`src/rtl/axi_llc_pkg.sv`:
```
// axi_llc_pkg: shared LLC types for the data way and its request arbiter.
package axi_llc_pkg;
  localparam int unsigned DataWayMaxBurst = 16;
  typedef enum logic [2:0] {
    EvictUnit  = 3'd0,
    RefillUnit = 3'd1,
    ReadUnit   = 3'd2,
    WriteUnit  = 3'd3
  } cache_unit_e;
  typedef struct packed {
    cache_unit_e cache_unit;
    logic [1:0]  way_ind;
    logic [7:0]  line_addr;
    logic [1:0]  blk_offset;
    logic        we;
    logic [31:0] data;
    logic [3:0]  strb;
  } way_inp_t;
  typedef struct packed {
    cache_unit_e cache_unit;
    logic [31:0] data;
  } way_oup_t;
endpackage

```
`src/rtl/axi_llc_rr_lock_arb.sv`:
```
// axi_llc_rr_lock_arb: round-robin grant that locks onto a burst owner until last
// or until MaxBurst beats have passed (MaxBurst = 0 never forces release).
module axi_llc_rr_lock_arb #(
  parameter int unsigned NumReq   = 4,
  parameter int unsigned MaxBurst = 16,
  localparam int unsigned IdxW    = $clog2(NumReq),
  localparam int unsigned CntW    = (MaxBurst > 0) ? $clog2(MaxBurst + 1) : 1
) (
  input  logic              clk_i,
  input  logic              rst_ni,
  input  logic [NumReq-1:0] valid_i,
  input  logic [NumReq-1:0] last_i,
  input  logic              ready_i,
  output logic [IdxW-1:0]   gnt_idx_o,
  output logic              gnt_valid_o
);
  logic            lock_q, lock_d, hs, rel, cap;
  logic [IdxW-1:0] owner_q, owner_d, rr_ptr_q, rr_ptr_d, rr_idx, nxt_ptr;
  logic [CntW-1:0] beat_cnt_q, beat_cnt_d;
  logic [IdxW:0]   cand;
  // Scan from farthest to nearest offset so the first valid at/after rr_ptr_q wins.
  always_comb begin
    rr_idx = rr_ptr_q;
    cand   = '0;
    for (int k = NumReq - 1; k >= 0; k--) begin
      cand   = {1'b0, rr_ptr_q} + (IdxW + 1)'(k);
      cand   = (cand >= (IdxW + 1)'(NumReq)) ? cand - (IdxW + 1)'(NumReq) : cand;
      rr_idx = valid_i[cand[IdxW-1:0]] ? cand[IdxW-1:0] : rr_idx;
    end
  end
  assign gnt_idx_o   = lock_q ? owner_q : rr_idx;
  assign gnt_valid_o = lock_q ? valid_i[owner_q] : |valid_i;
  assign hs          = gnt_valid_o & ready_i;
  assign cap         = (MaxBurst != 0) && (({1'b0, beat_cnt_q} + (CntW + 1)'(1)) == (CntW + 1)'(MaxBurst));
  assign rel         = last_i[gnt_idx_o] | cap;
  assign nxt_ptr     = (gnt_idx_o == IdxW'(NumReq - 1)) ? '0 : gnt_idx_o + IdxW'(1);
  always_comb begin
    lock_d     = hs ? !rel : lock_q;
    owner_d    = (hs && !rel) ? gnt_idx_o : owner_q;
    rr_ptr_d   = (hs && rel) ? nxt_ptr : rr_ptr_q;
    beat_cnt_d = !hs ? beat_cnt_q : rel ? '0 : (&beat_cnt_q ? beat_cnt_q : beat_cnt_q + CntW'(1));
  end
  always_ff @(posedge clk_i or negedge rst_ni) begin
    if (!rst_ni) begin
      lock_q     <= 1'b0;
      owner_q    <= '0;
      rr_ptr_q   <= '0;
      beat_cnt_q <= '0;
    end else begin
      lock_q     <= lock_d;
      owner_q    <= owner_d;
      rr_ptr_q   <= rr_ptr_d;
      beat_cnt_q <= beat_cnt_d;
    end
  end
endmodule

```
`src/rtl/axi_llc_data_way_arb.sv`:
```
// axi_llc_data_way_arb: shares one data way among the LLC units with burst-locked
// round-robin on requests and cache_unit-steered demux on read responses.
module axi_llc_data_way_arb
  import axi_llc_pkg::*;
#(
  parameter int unsigned NumReq   = 4,
  parameter int unsigned MaxBurst = DataWayMaxBurst,
  parameter type way_inp_t        = axi_llc_pkg::way_inp_t,
  parameter type way_oup_t        = axi_llc_pkg::way_oup_t
) (
  input  logic                    clk_i,
  input  logic                    rst_ni,
  input  way_inp_t [NumReq-1:0]   req_i,
  input  logic [NumReq-1:0]       req_valid_i,
  input  logic [NumReq-1:0]       req_last_i,
  output logic [NumReq-1:0]       req_ready_o,
  output way_inp_t                way_o,
  output logic                    way_valid_o,
  input  logic                    way_ready_i,
  input  way_oup_t                way_rsp_i,
  input  logic                    way_rsp_valid_i,
  output logic                    way_rsp_ready_o,
  output way_oup_t                rsp_o,
  output logic [NumReq-1:0]       rsp_valid_o,
  input  logic [NumReq-1:0]       rsp_ready_i
);
  localparam int unsigned IdxW = $clog2(NumReq);
  localparam int unsigned CuW  = $bits(cache_unit_e);
  logic [IdxW-1:0] gnt_idx;
  logic [CuW-1:0]  cu;
  logic            cu_err;
  axi_llc_rr_lock_arb #(
    .NumReq   (NumReq),
    .MaxBurst (MaxBurst)
  ) i_arb (
    .clk_i       (clk_i),
    .rst_ni      (rst_ni),
    .valid_i     (req_valid_i),
    .last_i      (req_last_i),
    .ready_i     (way_ready_i),
    .gnt_idx_o   (gnt_idx),
    .gnt_valid_o (way_valid_o)
  );
  always_comb begin
    way_o            = req_i[gnt_idx];
    way_o.cache_unit = cache_unit_e'(CuW'(gnt_idx));
  end
  assign req_ready_o = NumReq'(way_ready_i) << gnt_idx;
  // Responses for a non-existent unit are swallowed so the data way never stalls on them.
  assign cu              = way_rsp_i.cache_unit;
  assign cu_err          = 32'(cu) >= NumReq;
  assign rsp_o           = way_rsp_i;
  assign rsp_valid_o     = cu_err ? '0 : (NumReq'(way_rsp_valid_i) << cu);
  assign way_rsp_ready_o = cu_err | rsp_ready_i[cu[IdxW-1:0]];
  for (genvar i = 0; i < NumReq; i++) begin : g_req_stable
    assert property (@(posedge clk_i) disable iff (!rst_ni)
      req_valid_i[i] && !req_ready_o[i] |=> req_valid_i[i] && $stable(req_i[i]));
  end
  assert property (@(posedge clk_i) disable iff (!rst_ni) way_rsp_valid_i |-> !cu_err);
endmodule

```
`config.mk`:
```
export PLATFORM = sky130hd
export DESIGN_NAME = axi_llc_data_way_arb
export DESIGN_NICKNAME = d
export VERILOG_FILES = /design/src/rtl/axi_llc_pkg.sv /design/src/rtl/axi_llc_rr_lock_arb.sv /design/src/rtl/axi_llc_data_way_arb.sv
export SDC_FILE = /design/constraint.sdc
export NUM_CORES = 1
export LEC_CHECK = 0
export ABC_AREA = 0
export CAP_MARGIN = 0
export CORE_AREA = 2 2 137 139
export DETAILED_ROUTE_END_ITERATION = 12
export DIE_AREA = 0 0 139 141
export HOLD_SLACK_MARGIN = 0.03
export PLACE_DENSITY = 0.61
export RECOVER_POWER = 100
export REMOVE_ABC_BUFFERS = 1
export SYNTH_ARGS = -nofsm -noshare
export SYNTH_HDL_FRONTEND = slang
export SYNTH_SLANG_ARGS = --single-unit
```
`constraint.sdc`:
```
create_clock -name clk_i -period 5 [get_ports clk_i]
set_clock_uncertainty 0.15 [all_clocks]
set_input_delay 1.5 -clock clk_i [delete_from_list [all_inputs] [get_ports clk_i]]
set_output_delay 1.5 -clock clk_i [all_outputs]
set_load 0.1 [all_outputs]
```
* After elaboration in Yosys (flattened, before gate mapping)
Cells that the tools add are included.
** Operators by class
- $add $sub $neg :: 10
- $lt $le $gt $ge :: 12
- Equality and inequality tests :: 3
- Shift-type cells :: 2
- Muxes and demuxes :: 30
- Bitwise gates (word level) :: 3
- Reductions and logical operators :: 6
** Operator list (count)
- binary-select mux 52 bit (select 2 bit) :: 1
- 2-to-1 mux 49 bit :: 1
- less-than comparator 2 x 3 -> 1 bit (second input constant) :: 7
- 2-to-1 mux 2 bit :: 10
- binary-select mux 1 bit (select 2 bit) :: 7
- greater-or-equal comparator 3 bit (second input constant) :: 4
- 2-to-1 mux 5 bit :: 2
- 2-to-1 mux 1 bit :: 8
- subtractor 2 x 1 -> 2 bit (second input constant) :: 4
- adder 2 x 2 -> 3 bit (second input constant) :: 2
- adder 5 x 1 -> 6 bit (second input constant) :: 1
- equality test 6 x 5 -> 1 bit (second input constant) :: 1
- adder 5 x 1 -> 5 bit (second input constant) :: 1
- AND reduction 5 bit :: 1
- 2-to-1 mux 4 bit :: 1
- OR reduction 4 bit :: 1
- << shifter 1 x 2 -> 4 bit :: 1
- << shifter 1 x 3 -> 4 bit :: 1
- adder 2 x 1 -> 3 bit (second input constant) :: 1
- greater-or-equal comparator 2 x 3 -> 1 bit (second input constant) :: 1
- adder 2 x 1 -> 2 bit (second input constant) :: 1
- equality test 2 bit (second input constant) :: 1
- logical AND 1 bit :: 2
- inequality test 2 x 1 -> 1 bit (second input constant) :: 1
- other kinds (4) :: 5
** Word-level totals
- Bits in registers :: 10
- Input port bits :: 259
- Logic and storage cells :: 70

* Longest topological paths before layout
Gate-level depths: netlist of run 1.
- Depth after elaboration :: 15
- Depth in mapped cells :: 10
- Mapped depth without buffers :: 8

* Hierarchy
Synthesis of run 1 repeated with hierarchy kept, for this count alone.
** Unflattened totals
- Cells, all modules :: 193
- Area, all modules :: 2432.3 µm²
** By module, submodules not included
- axi_llc_data_way_arb :: instances 1, cells an instance 109, area each 1614.0 µm²
- axi_llc_rr_lock_arb :: instances 1, cells an instance 84, area each 818.3 µm²

* Worst setup path after synthesis of run 1
OpenSTA, ideal clock, no wires.
- Kind :: input to output
- Start :: in req_valid_i[0]
- End :: out way_o[43] (netlist bit)
- Data arrival time :: 4672 ps
- Setup slack :: -1322 ps
- Stages on the path :: 8
- Cell sequence :: and2_4 > o311ai_4 > nand2_4 > inv_2 > buf_4 > buf_2 > nand2_1 > a31oi_1
** RTL lines
- from (decl) :: RTL line axi_llc_data_way_arb.sv:14 : input logic [NumReq-1:0] req_valid_i,
- to (decl) :: RTL line axi_llc_data_way_arb.sv:17 : output way_inp_t way_o,

==> results of run 1 <==
[flip-flops by register name (all words and copies together) (netlist names)]
name and cells:
i_arb.lock_q 1, i_arb.owner_q 2, i_arb.beat_cnt_q 5, i_arb.rr_ptr_q 2
[area by class of cell]
cell class / count / area [sq um] / area share
clock buffers: 3 / 75.07 / 0.01024
repair buffers: 326 / 4069 / 0.5549
flip-flops and latches: 10 / 250.2 / 0.03413
inverters: 3 / 23.77 / 0.003242
well taps: 234 / 292.8 / 0.03993
multi-input cells: 340 / 2621 / 0.3575
[per-layer routing]
metal	vias up	global-route usage
li1	1976	-
met1	1990	0.2094
met2	213	0.2518
met3	13	0.06216
met4	4	0.01329
met5	-	0.03759
[cells by family after synthesis]
group,share of synthesized area
fa+ha+maj,0.008817
other cells,0.001321
buf+inv,0.1653
mux,0.2147
compound gates,0.2266
flops,0.08818
xor+xnor,0.003087
simple gates,0.2919
[path summary, 6_finish.rpt]
kind | startpoint | end | depth (start not counted) | slack (ns)
setup / recovery | req_valid_i[0] | way_o[33] | 11 | -0.00009
hold / removal | i_arb.beat_cnt_q[4] | i_arb.beat_cnt_q[4] | 2 | 0.41
setup reg to reg | i_arb.rr_ptr_q[1] | i_arb.owner_q[0] | 9 | 2.01
hold reg to reg | i_arb.beat_cnt_q[4] | i_arb.beat_cnt_q[4] | 2 | 0.41
max in group asynchronous | rst_ni | i_arb.beat_cnt_q[1] | 1 | 2.87
min in group asynchronous | rst_ni | i_arb.rr_ptr_q[0] | 1 | 1.51
[synthesized netlist by cell type (5+ instances only)]
cell       number
mux2_2         19
buf_2          12
nand2_1       114
nor2_1         55
nand3_1         5
o211ai_1        6
buf_4          38
mux2_1         30
o2111ai_1       7
clkbuf_1       12
dfrtp_1        10
a31oi_1        49
o21ai_0         6
buf_6           6
[worst max-delay path, stage by stage]
cell and delay [ns]:
buf_6 0.10, and2_4 0.17, o311ai_4 0.32, nand2_4 0.12, clkinv_8 0.09, buf_12 0.12, buf_16 0.13, mux2_4 0.31
nor2_2 0.11, a31oi_1 0.06, bufbuf_16 0.31
[repair_timing]
action	4_1_cts	5_1_grt
hold buffers	0	0
cloned	3	5
setup endpoints to repair	54	48
pin swaps	10	6
setup buffers	7	7
gates resized for setup	85	50
[metrics by stage]
| step | cell area [sq um] | utilization |
|---|---|---|
| CTS | 6937 | 0.3797 |
| floorplan | 2380 | - |
| global route | 7332 | 0.4014 |
| detailed placement | 6356 | 0.3479 |
| finish | 7332 | 0.4014 |
| global placement | 6356 | 0.3479 |
==> results by stage, run 1 <==
Die:
- Measured along the x axis, the die boundary spans 139 microns.
- The core region is 0.01827 sq mm.
- The number of primary I/O pins is 356.
- The die outline area is 0.01960 sq mm.
- From bottom edge to top edge, the die measures between 100 and 150 microns.
- Row generation in the floorplan step produced 50 rows.
- The starting density of the core is 0.1553.

Routing:
- The highest metal layer carrying signal wires in the routed design is met5.
- The detail route stage leaves a number of antenna-violating nets equal to 0.
- After detailed routing, the average wire length per cell comes to 19.28 microns.
- Summed over all layers, the routed wires come to ~18000 microns.
- In the routed design, unresolved DRC markers number 0.
- The iteration count of the initial detailed-routing pass is 4.
- The routed design uses 8142 microns of met2 wire.
- The detailed-route vias per instance is 4.581.
- Summed over all nets, wire length on met3 after detailed routing comes to 1733 microns.
- The count of vias placed by the detailed router is roughly 4.2k.
- For this block, wires on met1 add up to 7589 microns.
- The number of design-rule violations left by the first detailed-router iteration is ~140.

Cells and area:
- After filler insertion, the fill cell instance count of the layout stands at 1784.
- The library cells used most frequently in the layout, excluding fill and tap cells, are clkdlybuf4s50_1 (209), nand2_1 (114), buf_12 (64).
- The area growth from synthesis to layout is 158.4%.
- The antenna diode count is 0.
- The most frequent standard cell in the layout excluding fill and tap cells is clkdlybuf4s50_1.
- The number of nets at the end of the flow is 945.
- The share of layout cells above drive strength 1 is 0.3387.
- The filler-free cell count of the finished design is 916.

Critical path:
- STA classifies the critical path endpoint as an output pin.
- The required time of the critical path is 3.35 ns.
- Of all nets on the critical path, the largest fanout is 5.
- For the worst setup path, the data arrival time is between 3 and 4 ns.
- The worst setup path category is input port to output pin.
- The worst setup path is launched from an input port.

Logic synthesis:
- The count of state elements after synthesis is 10.
- Of the synthesized area, sequential elements account for 0.08818.
- For this run, the number of Yosys warnings is 0.
- Yosys mapped a number of flops with a built-in enable equal to 0.
- The netlist area before placement is between 0.002 and 0.003 sq mm.
- The most common flop cell mapped by yosys is dfrtp_1.
- Synthesis produced a netlist whose cell count is 421.
- Of all flip-flops after synthesis, the portion carrying an async set or reset was 1.000.
- The number of distinct library cells after synthesis is 52.
- Of the post-synthesis cell area, the dominant cell type holds 0.1508.
- The cell taking the most area after synthesis is nand2_1.
- After synthesis, the cell types taking the most area are nand2_1 (15%), mux2_1 (12%), a31oi_1 (11%), buf_4 (10%), dfrtp_1 (8.8%).
- A synthesized cell averages about 6.7 sq um.

Placement:
- Routability-driven placement finished with a final weighted congestion of between 0.7 and 0.8.
- The pre-CTS setup slack is -0.7653 ns.
- Detailed placement finished with a half-perimeter wire length of 12700 microns.
- Input and output buffers added on the ports amount to 278.
- The cell count after placement is 893.

GRT:
- The pin count of the biggest net entering global routing is 55.
- In the global route stage, overall resource usage came out at 0.1586.
- The number of global-route vias before repair is 4079.
- The global-route wire length before repair is between 20000 and 25000 microns.
- The total overflow left after global routing is 0.
- The number of antenna violations at the first check in global routing is 0.

Clocking:
- The tree is rooted in a clkbuf_16.
- After clock tree synthesis, the clock-pin slew on the worst setup and hold paths is ~0.040 ns.
- The TritonCTS clock tree is yes.
- The number of clock buffers inserted by TritonCTS is 3.
- The source-to-sink clock delay at the later pin of the worst-skew pair is roughly 0.23 ns.
- The deepest level of the CTS H-tree is 1.
- The number of buffers on the longest clock path is 2.
- Counting every sink on the clock net gives 10.

Outcome:
- The run finished, with violations left.
- The checks that failed: setup timing.

Hold path:
- In this run the worst hold path is classified as flip-flop to flip-flop.

STA:
- The count of pins over their slew limit is 0.
- The hold violation total from the final report is 0.
- The worst slew margin relative to its limit is 0.5059.
- At the pin with the least slew margin, the transition time is between 0.7 and 0.8 ns.
- Setup repair after global routing could not meet its margin everywhere.
- Setup total negative slack on the finished layout was measured at -0.00009481 ns.
- Timing would allow up to 200.0 MHz.
- Setup violations remaining at the end of the flow were counted as 1.
- The worst setup slack after layout is -0.00009481 ns.
- The smallest hold slack is 0.4065 ns.
- The minimum period implied by the final worst setup slack is about 5.0 ns.
- Dividing the final minimum period by the clock period gives 1.000.

Run:
- The tool flagged a number of max-cap violations equal to 0.
Power of run 1 is not shown: default switching activity piles up to over one toggle a cycle in this logic, so the estimate is an artifact.
==> inputs of run 2 (changes only) <==
--- a/config.mk
+++ b/config.mk
@@ -10,6 +10,7 @@
 export CORE_AREA = 2 2 137 139
 export DETAILED_ROUTE_END_ITERATION = 12
 export DIE_AREA = 0 0 139 141
+export GPL_TIMING_DRIVEN = 0
 export HOLD_SLACK_MARGIN = 0.03
 export PLACE_DENSITY = 0.61
 export RECOVER_POWER = 100
==> constraint.sdc (replaced) <==
create_clock -name clk_i -period 5 [get_ports clk_i]
set_clock_uncertainty 0.15 [all_clocks]
set_input_delay 0.75 -clock clk_i [delete_from_list [all_inputs] [get_ports clk_i]]
set_output_delay 0.75 -clock clk_i [all_outputs]
set_load 0.1 [all_outputs]
==> run 2 against run 1 <==
Sequential share of layout area rose by 1.0 points; critical path depth fell by 4; first-iteration DRC count fell by 7.7%; non-clock buffer count fell by 37; hold slack improved by 0.036 ns; cell area fell by 23%; sequential cell count did not move; utilization fell by 9.3 points; wire length fell by 14%; via count fell by 7.4%; largest cell class unchanged; register-to-register slack got worse by 0.96 ns; the flow finishes with violations (slew limit).
==> results by stage, run 2 (synthesized netlist as in run 1, its figures left out) <==
Die:
- The width of the chip is 139 microns (unchanged).
- The number of primary I/O pins came to 356 (unchanged).
- The die height is 141 microns (unchanged).
- The core area is 0.01827 sq mm (unchanged).
- The starting density of the core came to 0.1553 (unchanged).
- The number of rows in the core area came to 50 (unchanged).
- The die outline area is 0.01960 sq mm (unchanged).

Critical path:
- The stage delay of the slowest cell on the critical path is 1.15 ns (+0.83 ns).
- Among cell families on the critical path, the largest total delay comes from buffers and inverters.
- STA classifies the critical path endpoint as an output pin.
- The required time of the critical path is 4.10 ns (+0.75 ns).
- The largest driver fanout on the critical path was 52 (+47).
- The signal on the critical path passes through dlygate4sd3_1 -> nor2_1 -> o311ai_4 -> nand2_8 -> clkinv_8 -> and3_1 -> clkdlybuf4s50_1.
- The buffer and inverter count on the worst path was 3 (-2).
- STA classifies the critical path startpoint as an input port.
- The cell with the biggest individual delay on the critical path is clkdlybuf4s50_1.
- The worst setup path category is input port to output pin.
- The arrival time of data at the critical path endpoint is 3.88 ns (+0.53 ns).

Cells and area:
- The share of layout cells above drive strength 1 is 0.1360 (-0.2027).
- In the final layout, the registers with the most flip-flops are i_arb.beat_cnt_q: 5 flops, i_arb.owner_q: 2 flops, i_arb.rr_ptr_q: 2 flops.
- The antenna diode count is 0 (unchanged).
- The flip-flop count of the largest register, all copies and words added is 5 (unchanged).
- The register with the highest flop count is i_arb.beat_cnt_q.
- The number of nets at the end of the flow was 909 (-3.8%).
- The most frequent standard cell in the layout excluding fill and tap cells is clkdlybuf4s50_1.
- The library cells used most frequently in the layout, excluding fill and tap cells, are clkdlybuf4s50_1 (214), nand2_1 (114), nor2_1 (55).
- The area growth from synthesis to layout is 98.41%.

GRT:
- The number of global-route vias before repair is 3801 (-6.8%).
- The pin count of the biggest net entering global routing is 53 (-3.6%).
- The global-route usage over all layers is 0.1442 (-0.01440).
- The total congestion overflow was 0 (unchanged).
- The number of antenna violations at the first check in global routing is 0 (unchanged).
- The global-route wire length before repair is 22370 microns (-8.5%).

Placement:
- The weighted congestion at the end of routability-driven global placement is 0.7735 (-2.1%).
- The half-perimeter wire length after placement came to 12260 microns (-3.5%).
- The pre-CTS setup slack is -0.8956 ns (-0.1303 ns).
- The number of port buffers is 278 (unchanged).

Clocking:
- The hold-fix buffer count after cts is 0 (unchanged).
- The source-to-sink clock delay at the later pin of the worst-skew pair is 0.24 ns (about the same).
- The number of buffers on the longest clock path came to 2 (unchanged).
- The clock edge transition at the registers on the reported setup and hold paths came to 0.04 ns (about the same).
- The TritonCTS clock tree is yes.
- In this run the clock root is driven by a clkbuf_16.
- The TritonCTS sink count is 10 (unchanged).
- The number of clock buffers inserted by TritonCTS is 3 (unchanged).
- The deepest level of the CTS H-tree is 1 (unchanged).

Routing:
- The number of design-rule violations left by the first detailed-router iteration is 132 (-7.7%).
- The detailed-route vias per instance came to 4.409 (-3.8%).
- The final routed wire length divided by cell count is 17.29 microns (-10%).
- The total length of routed met2 wires is 6566 microns (-19%).
- The sum of routed wire segments on met1 came to 6708 microns (-12%).
- The uppermost signal routing layer after detailed routing is met5.
- The iteration count of the initial detailed-routing pass came to 4 (unchanged).
- The count of vias placed by the detailed router is 3884 (-7.4%).
- The post-route antenna net violation count is 0 (unchanged).
- The overall routed net length was 15240 microns (-14%).
- The number of DRC violations after detailed routing came to 0 (unchanged).
- The length of routed met3 wiring is 1714 microns (-1.1%).

STA:
- The count of pins over their slew limit is 14 (+14).
- The hold violation total from the final report came to 0 (unchanged).
- The minimum period implied by the final worst setup slack was 4.784 ns (-0.2165 ns).
- The worst slew margin relative to its limit is -0.09666 (-0.6025).
- Setup repair after global routing left no endpoint under its margin.
- The slew of the pin with the lowest slew margin came to 1.645 ns (+0.9046 ns).
- The achievable frequency is 209.0 MHz (+4.5%).
- The number of endpoints failing setup at the final stage is 0 (-1).
- The post-route clock period utilization was 0.9567 (-0.04330).
- The setup TNS is 0 ns (+0.00009481 ns).
- The worst setup slack after layout was 0.2164 ns (+0.2165 ns).

Run:
- The number of maximum-capacitance violations is 0 (unchanged).

Outcome:
- The run finished, with violations left.
- The final reports fail on slew limit.

Hold path:
- The path class of the tightest hold or removal check is flip-flop to flip-flop.
==> run 2: cell types whose count changed in the layout (fill, tap and decap cells not counted), sizes merged <==
cell           delta
clkdlybuf4s50     +5
dlygate4sd3      +12
clkdlybuf4s18     +1
nand2             +1
clkdlybuf4s15    +30
bufbuf            -4
buf              -96
clkbuf           +16
==> run 2: area by class of cell <==
| type | instances | area (sq um) |
|---|---|---|
| fillers | 2006 | 12640 |
| repair buffers | 289 | 2831 |
| multi-input cells | 341 | 2143 |
| well taps | 234 | 292.8 |
| flip-flops and latches | 10 | 250.2 |
| clock buffers | 4 | 88.84 |
| inverters | 3 | 23.77 |
==> run 2: per-layer routing <==
metal | up-vias | GRT usage
met1 | 1765 | 0.1878
met5 | - | 0.04010
met2 | 194 | 0.2206
met4 | 4 | 0.01808
li1 | 1907 | -
met3 | 14 | 0.06692
==> run 2: worst paths after layout <==
| check | cells after the start | slack [ns] | startpoint | end |
|---|---|---|---|---|
| setup / recovery | 7 | 0.22 | req_valid_i[2] | req_ready_o[3] |
| hold / removal | 2 | 0.44 | i_arb.beat_cnt_q[2] | i_arb.beat_cnt_q[2] |
| setup reg to reg | 6 | 1.05 | i_arb.rr_ptr_q[1] | i_arb.owner_q[0] |
| hold reg to reg | 2 | 0.44 | i_arb.beat_cnt_q[2] | i_arb.beat_cnt_q[2] |
| max in group asynchronous | 1 | 3.60 | rst_ni | i_arb.beat_cnt_q[4] |
| min in group asynchronous | 1 | 0.76 | rst_ni | i_arb.rr_ptr_q[0] |
==> run 2: what timing repair did <==
action | in CTS | in global routing
cloned | 1 | 0
hold endpoints to repair | 0 | 0
setup endpoints to repair | 52 | 45
gates resized for setup | 140 | 31
setup buffers | 0 | 4
pin swaps | 1 | 1
==> run 2: worst register-to-register path: cells and delay by family (launching register included) <==
family / cells / cell delay (ns)
AND/OR/NAND/NOR: 2 / 0.71
AO/OA/AOI/OAI: 3 / 2.13
multiplexers: 1 / 0.38
flip-flops: 1 / 0.46
==> run 2: through the flow <==
step	instance area (sq um)	cells	utilization	hold WS, ns
6_report	5630	881	0.3082	0.4421
5_1_grt	5630	881	0.3082	0.4715
4_1_cts	5698	877	0.3119	0.4358
3_5_place_dp	5568	872	0.3048	0.4224
3_3_place_gp	5455	865	0.2986	0.3909
2_1_floorplan	2380	353	-	0.3044
Power of run 2 is left out for the same reason.
